## src/rtl/instr_fetch.sv

```systemverilog
// RV32 instruction fetch stage: PC ownership, imem req/ack fetch, one-entry prefetch buffer.
// Optional misaligned-redirect trap is compiled in with FETCH_MISALIGN_TRAP_EN.
module instr_fetch #(
  parameter logic [31:0] RESET_PC = 32'h0000_0000
) (
  input  logic        clk,
  input  logic        rst_n,
  input  logic        pc_src,
  input  logic [31:0] pc_target,
  output logic        imem_req,
  output logic [31:0] imem_addr,
  input  logic        imem_ack,
  input  logic [31:0] imem_rdata,
  output logic        instr_valid,
  input  logic        instr_ready,
  output logic [31:0] instr,
  output logic [31:0] instr_pc,
  output logic [31:0] instr_pc_plus4,
  output logic [6:0]  opcode,
  output logic [2:0]  funct3,
  output logic        fetch_fault
);

  // Handshakes: imem_req/imem_addr stay stable from rise until the cycle imem_ack
  // is high; decode takes instr on any cycle where instr_valid & instr_ready.
  typedef enum logic [1:0] {
    S_IDLE  = 2'd0,
    S_FETCH = 2'd1,
    S_VALID = 2'd2,
    S_DROP  = 2'd3
  } state_t;

  localparam logic [31:0] NOP = 32'h0000_0013;

  state_t      state_q, state_d;
  logic [31:0] pc_q, pc_d;
  logic        req_q, req_d;
  logic [31:0] addr_q, addr_d;
  logic [31:0] instr_q, instr_d;
  logic [31:0] instr_pc_q, instr_pc_d;
  logic        buf_valid_q, buf_valid_d;
  logic [31:0] buf_data_q, buf_data_d;
  logic [31:0] buf_pc_q, buf_pc_d;
  logic        fault_q, fault_d;

  logic        ack_v;
  logic        accept;
  logic [31:0] target;
  logic        target_bad;
  logic        outstanding;

`ifdef FETCH_MISALIGN_TRAP_EN
  assign target     = pc_target;
  assign target_bad = |pc_target[1:0];
`else
  assign target     = pc_target & 32'hFFFF_FFFC;
  assign target_bad = 1'b0;
`endif

  // Acks that arrive with no request raised (e.g. just after reset) are stray.
  assign ack_v       = imem_ack & req_q;
  assign accept      = (state_q == S_VALID) & instr_ready;
  assign outstanding = req_q & ~ack_v;

  always_comb begin
    state_d     = state_q;
    pc_d        = pc_q;
    instr_d     = instr_q;
    instr_pc_d  = instr_pc_q;
    buf_valid_d = buf_valid_q;
    buf_data_d  = buf_data_q;
    buf_pc_d    = buf_pc_q;
    fault_d     = fault_q;

    case (state_q)
      S_IDLE: begin
        if (!fault_q) state_d = S_FETCH;
      end
      S_FETCH: begin
        if (ack_v) begin
          instr_d    = imem_rdata;
          instr_pc_d = pc_q;
          pc_d       = pc_q + 32'd4;
          state_d    = S_VALID;
        end
      end
      S_VALID: begin
        if (accept && pc_src) begin
          buf_valid_d = 1'b0;
          if (target_bad) begin
            fault_d = 1'b1;
            state_d = outstanding ? S_DROP : S_IDLE;
          end else begin
            pc_d    = target;
            state_d = outstanding ? S_DROP : S_FETCH;
          end
        end else if (accept) begin
          if (buf_valid_q) begin
            instr_d     = buf_data_q;
            instr_pc_d  = buf_pc_q;
            buf_valid_d = 1'b0;
          end else if (ack_v) begin
            instr_d    = imem_rdata;
            instr_pc_d = pc_q;
            pc_d       = pc_q + 32'd4;
          end else begin
            state_d = S_FETCH;
          end
        end else if (ack_v) begin
          buf_valid_d = 1'b1;
          buf_data_d  = imem_rdata;
          buf_pc_d    = pc_q;
          pc_d        = pc_q + 32'd4;
        end
      end
      S_DROP: begin
        if (ack_v) state_d = fault_q ? S_IDLE : S_FETCH;
      end
      default: state_d = S_IDLE;
    endcase

    // DROP keeps the stale address on the bus while pc already holds the target.
    req_d  = (state_d == S_FETCH) || (state_d == S_DROP) ||
             ((state_d == S_VALID) && !buf_valid_d);
    addr_d = (state_d == S_DROP) ? addr_q : pc_d;
  end

  always_ff @(posedge clk or negedge rst_n) begin
    if (!rst_n) begin
      state_q     <= S_IDLE;
      pc_q        <= RESET_PC;
      req_q       <= 1'b0;
      addr_q      <= RESET_PC;
      instr_q     <= NOP;
      instr_pc_q  <= RESET_PC;
      buf_valid_q <= 1'b0;
      buf_data_q  <= NOP;
      buf_pc_q    <= RESET_PC;
      fault_q     <= 1'b0;
    end else begin
      state_q     <= state_d;
      pc_q        <= pc_d;
      req_q       <= req_d;
      addr_q      <= addr_d;
      instr_q     <= instr_d;
      instr_pc_q  <= instr_pc_d;
      buf_valid_q <= buf_valid_d;
      buf_data_q  <= buf_data_d;
      buf_pc_q    <= buf_pc_d;
      fault_q     <= fault_d;
    end
  end

  assign imem_req       = req_q;
  assign imem_addr      = addr_q;
  assign instr_valid    = (state_q == S_VALID);
  assign instr          = instr_q;
  assign instr_pc       = instr_pc_q;
  assign instr_pc_plus4 = instr_pc_q + 32'd4;
  assign opcode         = instr_q[6:0];
  assign funct3         = instr_q[14:12];
`ifdef FETCH_MISALIGN_TRAP_EN
  assign fetch_fault    = fault_q;
`else
  assign fetch_fault    = 1'b0;
`endif

endmodule

```

## config.mk

```make
export PLATFORM = sky130hd
export DESIGN_NAME = instr_fetch
export DESIGN_NICKNAME = d
export VERILOG_FILES = /design/src/rtl/instr_fetch.sv
export SDC_FILE = /design/constraint.sdc
export NUM_CORES = 1
export LEC_CHECK = 0
export CORE_MARGIN = 2
export CORE_UTILIZATION = 50
export DETAILED_ROUTE_END_ITERATION = 8
export HOLD_SLACK_MARGIN = 0.02
export PLACE_DENSITY = 0.8
export SLEW_MARGIN = 15
export SYNTH_ARGS = -nofsm -noshare
export SYNTH_HDL_FRONTEND = slang
export SYNTH_SLANG_ARGS = --single-unit
```

## constraint.sdc

```tcl
create_clock -name clk -period 5.35 [get_ports clk]
set_input_delay 1.07 -clock clk [delete_from_list [all_inputs] [get_ports clk]]
set_output_delay 1.07 -clock clk [all_outputs]
set_load 0.02 [all_outputs]
```

Word-level counts from Yosys, hierarchy flattened
Index checks and enable logic that the tools add are counted.
{"block": "word_totals", "register_bits": 196, "latch_bits": 0, "ramBits": 0, "mem_bits_ro": 0, "elab_cells": 61, "memories": 0}
{"block": "op_classes", "addsub": 2, "multipliers": 0, "div_mod_pow": 0, "magnitude_cmp": 0, "n_eq_ne": 8, "shift": 0, "n_mux": 27, "bitwise": 6, "reduce_logical": 9}
{"operator": "32-bit 2-to-1 mux", "n": 12}
{"operator": "32-bit one-hot mux with 2 select lines", "n": 3}
{"operator": "32-bit by 3-bit adder with 32-bit output, second input constant", "n": 2}
{"operator": "2-bit 2-to-1 mux", "n": 7}
{"operator": "2-bit == test, second input constant", "n": 4}
{"operator": "2-bit one-hot mux with 4 select lines", "n": 1}
{"operator": "2-bit by 1-bit == test with 1-bit output, second input constant", "n": 2}
{"operator": "1-bit 2-to-1 mux", "n": 4}
{"operator": "4-bit AND reduction", "n": 1}
{"operator": "1-bit AND", "n": 3}
{"operator": "1-bit NOT", "n": 3}
{"operator": "3-bit AND reduction", "n": 1}
{"operator": "1-bit logical AND", "n": 2}
{"operator": "2-bit zero test", "n": 1}
{"operator": "1-bit logical OR", "n": 2}
{"operator": "2-bit by 1-bit inequality test with 1-bit output, second input constant", "n": 1}
{"operator": "2-bit inequality test, second input constant", "n": 1}
{"operator": "2-bit nonzero test", "n": 1}
{"operator": "1-bit zero test", "n": 1}

Logic depth before layout (Yosys ltp)
{"block": "logic_depth", "ltp_word": 9, "mapped_depth": 10, "mapped_depth_nobuf": 7}

Worst setup path after synthesis
OpenSTA, ideal clock, no wires.
{"block": "synth_path", "path_type": "flip-flop to output port", "from": "register instr_pc_q[2], in the netlist instr_pc[2]", "to": "output port instr_pc_plus4[22]", "arrival_ns": 2.193, "required_time_ns": 4.280, "setup_slack_ns": 2.087, "stages_incl_launch_ff": 7, "path_cell_list": "dfrtp_1 > ha_1 > nand3_1 > or2_2 > nor3_1 > and4_1 > xor2_1"}
{"block": "synth_between", "elab_chain_len": 1}
{"item": "start, declared", "line_no": "40", "rtl": "logic [31:0] instr_pc_q, instr_pc_d;"}
{"item": "start signal, assigned", "line_no": "146", "rtl": "instr_pc_q <= instr_pc_d;"}
{"item": "32-bit by 3-bit adder with 32-bit output", "line_no": "159", "rtl": "assign instr_pc_plus4 = instr_pc_q + 32'd4;"}
{"item": "end, declared", "line_no": "18", "rtl": "output logic [31:0] instr_pc_plus4,"}
No other way between the ends.

Worst setup path after layout
Same ends and word-level chain as after synthesis.

==> reports/metrics.csv <==
stage,metric,value,unit
yosys,synthesized area per cell,9.85,um2
yosys,Post-Syn Instances,1043,
power,leakage power,0.00536,uW
yosys,Yosys warnings,0,
floorplanning,# IOs,210,
worst_setup_path,Critical Path Start Type,flip-flop,
floorplanning,DIE AREA,21700,um2
sta,max-slew violations,0,
global_routing,number of global-route vias before repair,8569,
power,Max VDD drop,0.000337,V
cts,post-cts resize count,0,
min_path,worst hold path class,reg -> reg,
cts,TritonCTS buffer count,17,
floorplanning,Die H,147,um
worst_setup_path,"Buf+Inv Stages, Crit Path",2,
cells_and_area,area delta synth->final,26.5,%
cts,"Reg clk slew, reported paths",70,ps
yosys,register area share after synthesis,47.8,%
routing,Initial DRC Count,993,
routing,post-route ant nets,0,
cts,H-tree Lvls,4,
cells_and_area,share of cells above drive strength 1,13.1,%
sta,RSZ-0062 raised after global routing,no,
run,Max Cap Violations,0,
floorplanning,Die Wd,147,um
cells_and_area,"commonest cells after routing, fill and taps aside","205 x clkdlybuf4s50_1, 190 x dfrtp_1, 84 x nor2_1",
cts,worst skew pair latency,430,ps
cells_and_area,Final #Nets,1257,
power,Pwr Density,588,nW/um2
cells_and_area,Sequential Area,4910,um2
sta,measured slew at the worst slew-check pin,1000,ps
sta,clk_skew,8.20,ps
routing,Post-Route WL,29800,um
global_routing,first-pass GRT wire length,46500,um
floorplanning,Starting Density,50.9,%
yosys,synthesized area,10300,um2
sta,final setup TNS,0,ps
global_routing,largest net degree at the start of global routing,117,
routing,Via Count,9145,
sta,slew margin rel.,33.3,%
cts,Num Clock Sinks,196,
cts,post-CTS setup buffers,0,
worst_setup_path,Critical Path Fanout Max,6,
routing,vias per inst,6.25,
yosys,synthesis-stage register bit count,196,
global_routing,GR Overflow Total,0,
sta,Final Critical Period,4120,ps
yosys,number of synthesized flops with an enable pin,0,
cells_and_area,antenna cells,0,
placement,GPL Wtd Cong,0.945,
floorplanning,FP Rows,52,
status,outcome,completed,
routing,Residual DRC,0,
yosys,post-synthesis cell type count,67,
yosys,ys async rst share,100,%
cells_and_area,"commonest non-fill, non-tap cell in the layout",clkdlybuf4s50_1,
worst_setup_path,Crit path required time,4280,ps
cts,clk buf depth,2,
worst_setup_path,CP peak stage delay,630,ps
cells_and_area,fillers,1624,
global_routing,initial antenna violation count,0,
cts,Hold Buf Count CTS,0,
yosys,Yosys top cell area share,46.3,%
sta,fmax,0.243,GHz
cts,CTS tree,done,
worst_setup_path,Setup CP Type,reg -> out,
cells_and_area,multi-input logic area,4890,um2
worst_setup_path,CP arrival,3050,ps
floorplanning,CORE AREA,20200,um2
worst_setup_path,CP max-delay cell,clkdlybuf4s50_1,
placement,DP HPWL,20100,um
routing,First-pass DRT Iterations,6,
sta,final setup violation count,0,
global_routing,total track usage,27.3,%
routing,wire per inst,20.4,um
cts,CTS root buf,clkbuf_16,
yosys,"area leader, netlist",dfrtp_1,
yosys,syn nets,1119,
worst_setup_path,cells along the critical path,"ha_1, nand3_1, or2_2, nor3_1, buf_4, and4_1, xor2_1, clkdlybuf4s50_1",
sta,Final period util,77.0,%
placement,I/O Buffers,206,
worst_setup_path,Worst setup EP type,primary output,
power,Tot Pwr,7640,uW
sta,Final Hold Fails,0,
yosys,Main synth FF type,dfrtp_1,
yosys,top post-synthesis cells by area,"dfrtp_1 46%, mux2_2 8.8%, a21oi_1 4.0%",
worst_setup_path,"delay-heaviest family, CP",simple AND/OR/NAND/NOR gates,
## tightest hold or removal path, delay by kind of cell, from the launching register on
family	cells	cell delay, ps
DFF	1	350
AOI/OAI and AO/OA	1	60
and+or+nand+nor	1	50
## synth_stat cells (11+ instances only)
master / n
mux2_2: 80
o21ai_0: 28
buf_2: 12
mux2i_1: 11
and3_1: 12
buf_4: 15
nand2_1: 68
nor2b_1: 12
nand3_1: 34
clkbuf_1: 66
nand4_1: 21
nor3_1: 13
o22ai_1: 65
a21oi_1: 82
a2111oi_0: 14
dfrtp_1: 190
buf_1: 12
nor4_1: 16
a31oi_1: 18
inv_1: 11
xnor2_1: 21
nor2_1: 84
## logic make-up after synthesis
kind of cell | Yosys count | share of synthesized area, %
AND/OR/NAND/NOR | 310 | 15.2
AO/OA/AOI/OAI | 292 | 18.8
flip-flops | 196 | 47.8
buffers and inverters | 117 | 4.97
multiplexers | 91 | 9.85
XOR/XNOR | 29 | 2.47
adder cells (fa/ha/maj) | 7 | 0.853
other | 1 | 0.0365
## layout make-up
class                      instances  share of cell area, %
clock buffer                      19                   3.41
clock inverter                    13                   1.26
inverter                          12                  0.347
multi-input combinational        730                   37.6
sequential                       196                   37.8
tap                              270                   2.60
timing repair buffer             224                   16.9
## state kept, by name (all words and copies together) (netlist names)
| name | flops |
|---|---|
| imem_req | 1 |
| buf_valid_q | 1 |
| pc_q | 32 |
| instr | 32 |
| instr_pc | 32 |
| buf_data_q | 32 |
| buf_pc_q | 32 |
| state_q | 2 |
| imem_addr | 32 |
## path summary, 6_finish.rpt
path	to	slack, ps	cells past startpoint	start
min reg2reg	buf_pc_q[15]	490	2	buf_pc_q[15]
min in group asynchronous	imem_addr[3]	760	1	rst_n
max reg2reg	imem_addr[17]	2180	7	state_q[1]
max	instr_pc_plus4[22]	1230	8	instr_pc[2]
max in group asynchronous	pc_q[23]	3430	2	rst_n
min	buf_pc_q[15]	490	2	buf_pc_q[15]
## per-layer routing
metal	up-vias	global-route usage, %	part of all wire (%)
met5	-	0	0
met4	0	10.8	3.1
met3	77	5.22	8.4
met2	497	42.8	47
met1	4415	37.8	42
li1	4156	-	-
## power by group
| group | switching [uW] | internal, uW |
|---|---|---|
| Clock | 602 | 718 |
| Sequential | 606 | 2030 |
| Combinational | 2060 | 1630 |
## metrics by stage
step           area (um2)  util, %  hold WS, ps  setup WS (ps)  std cells
3_5_place_dp        12400     61.4          470           1310       1432
3_3_place_gp        12400     61.4          463           1330       1432
2_1_floorplan       10300        -          450           2090       1043
6_report            13000     64.4          487           1230       1464
5_1_grt             13000     64.4          517           1040       1464
4_1_cts             13000     64.4          487           1190       1464
Note: power is estimated with default switching activity, not from simulation.
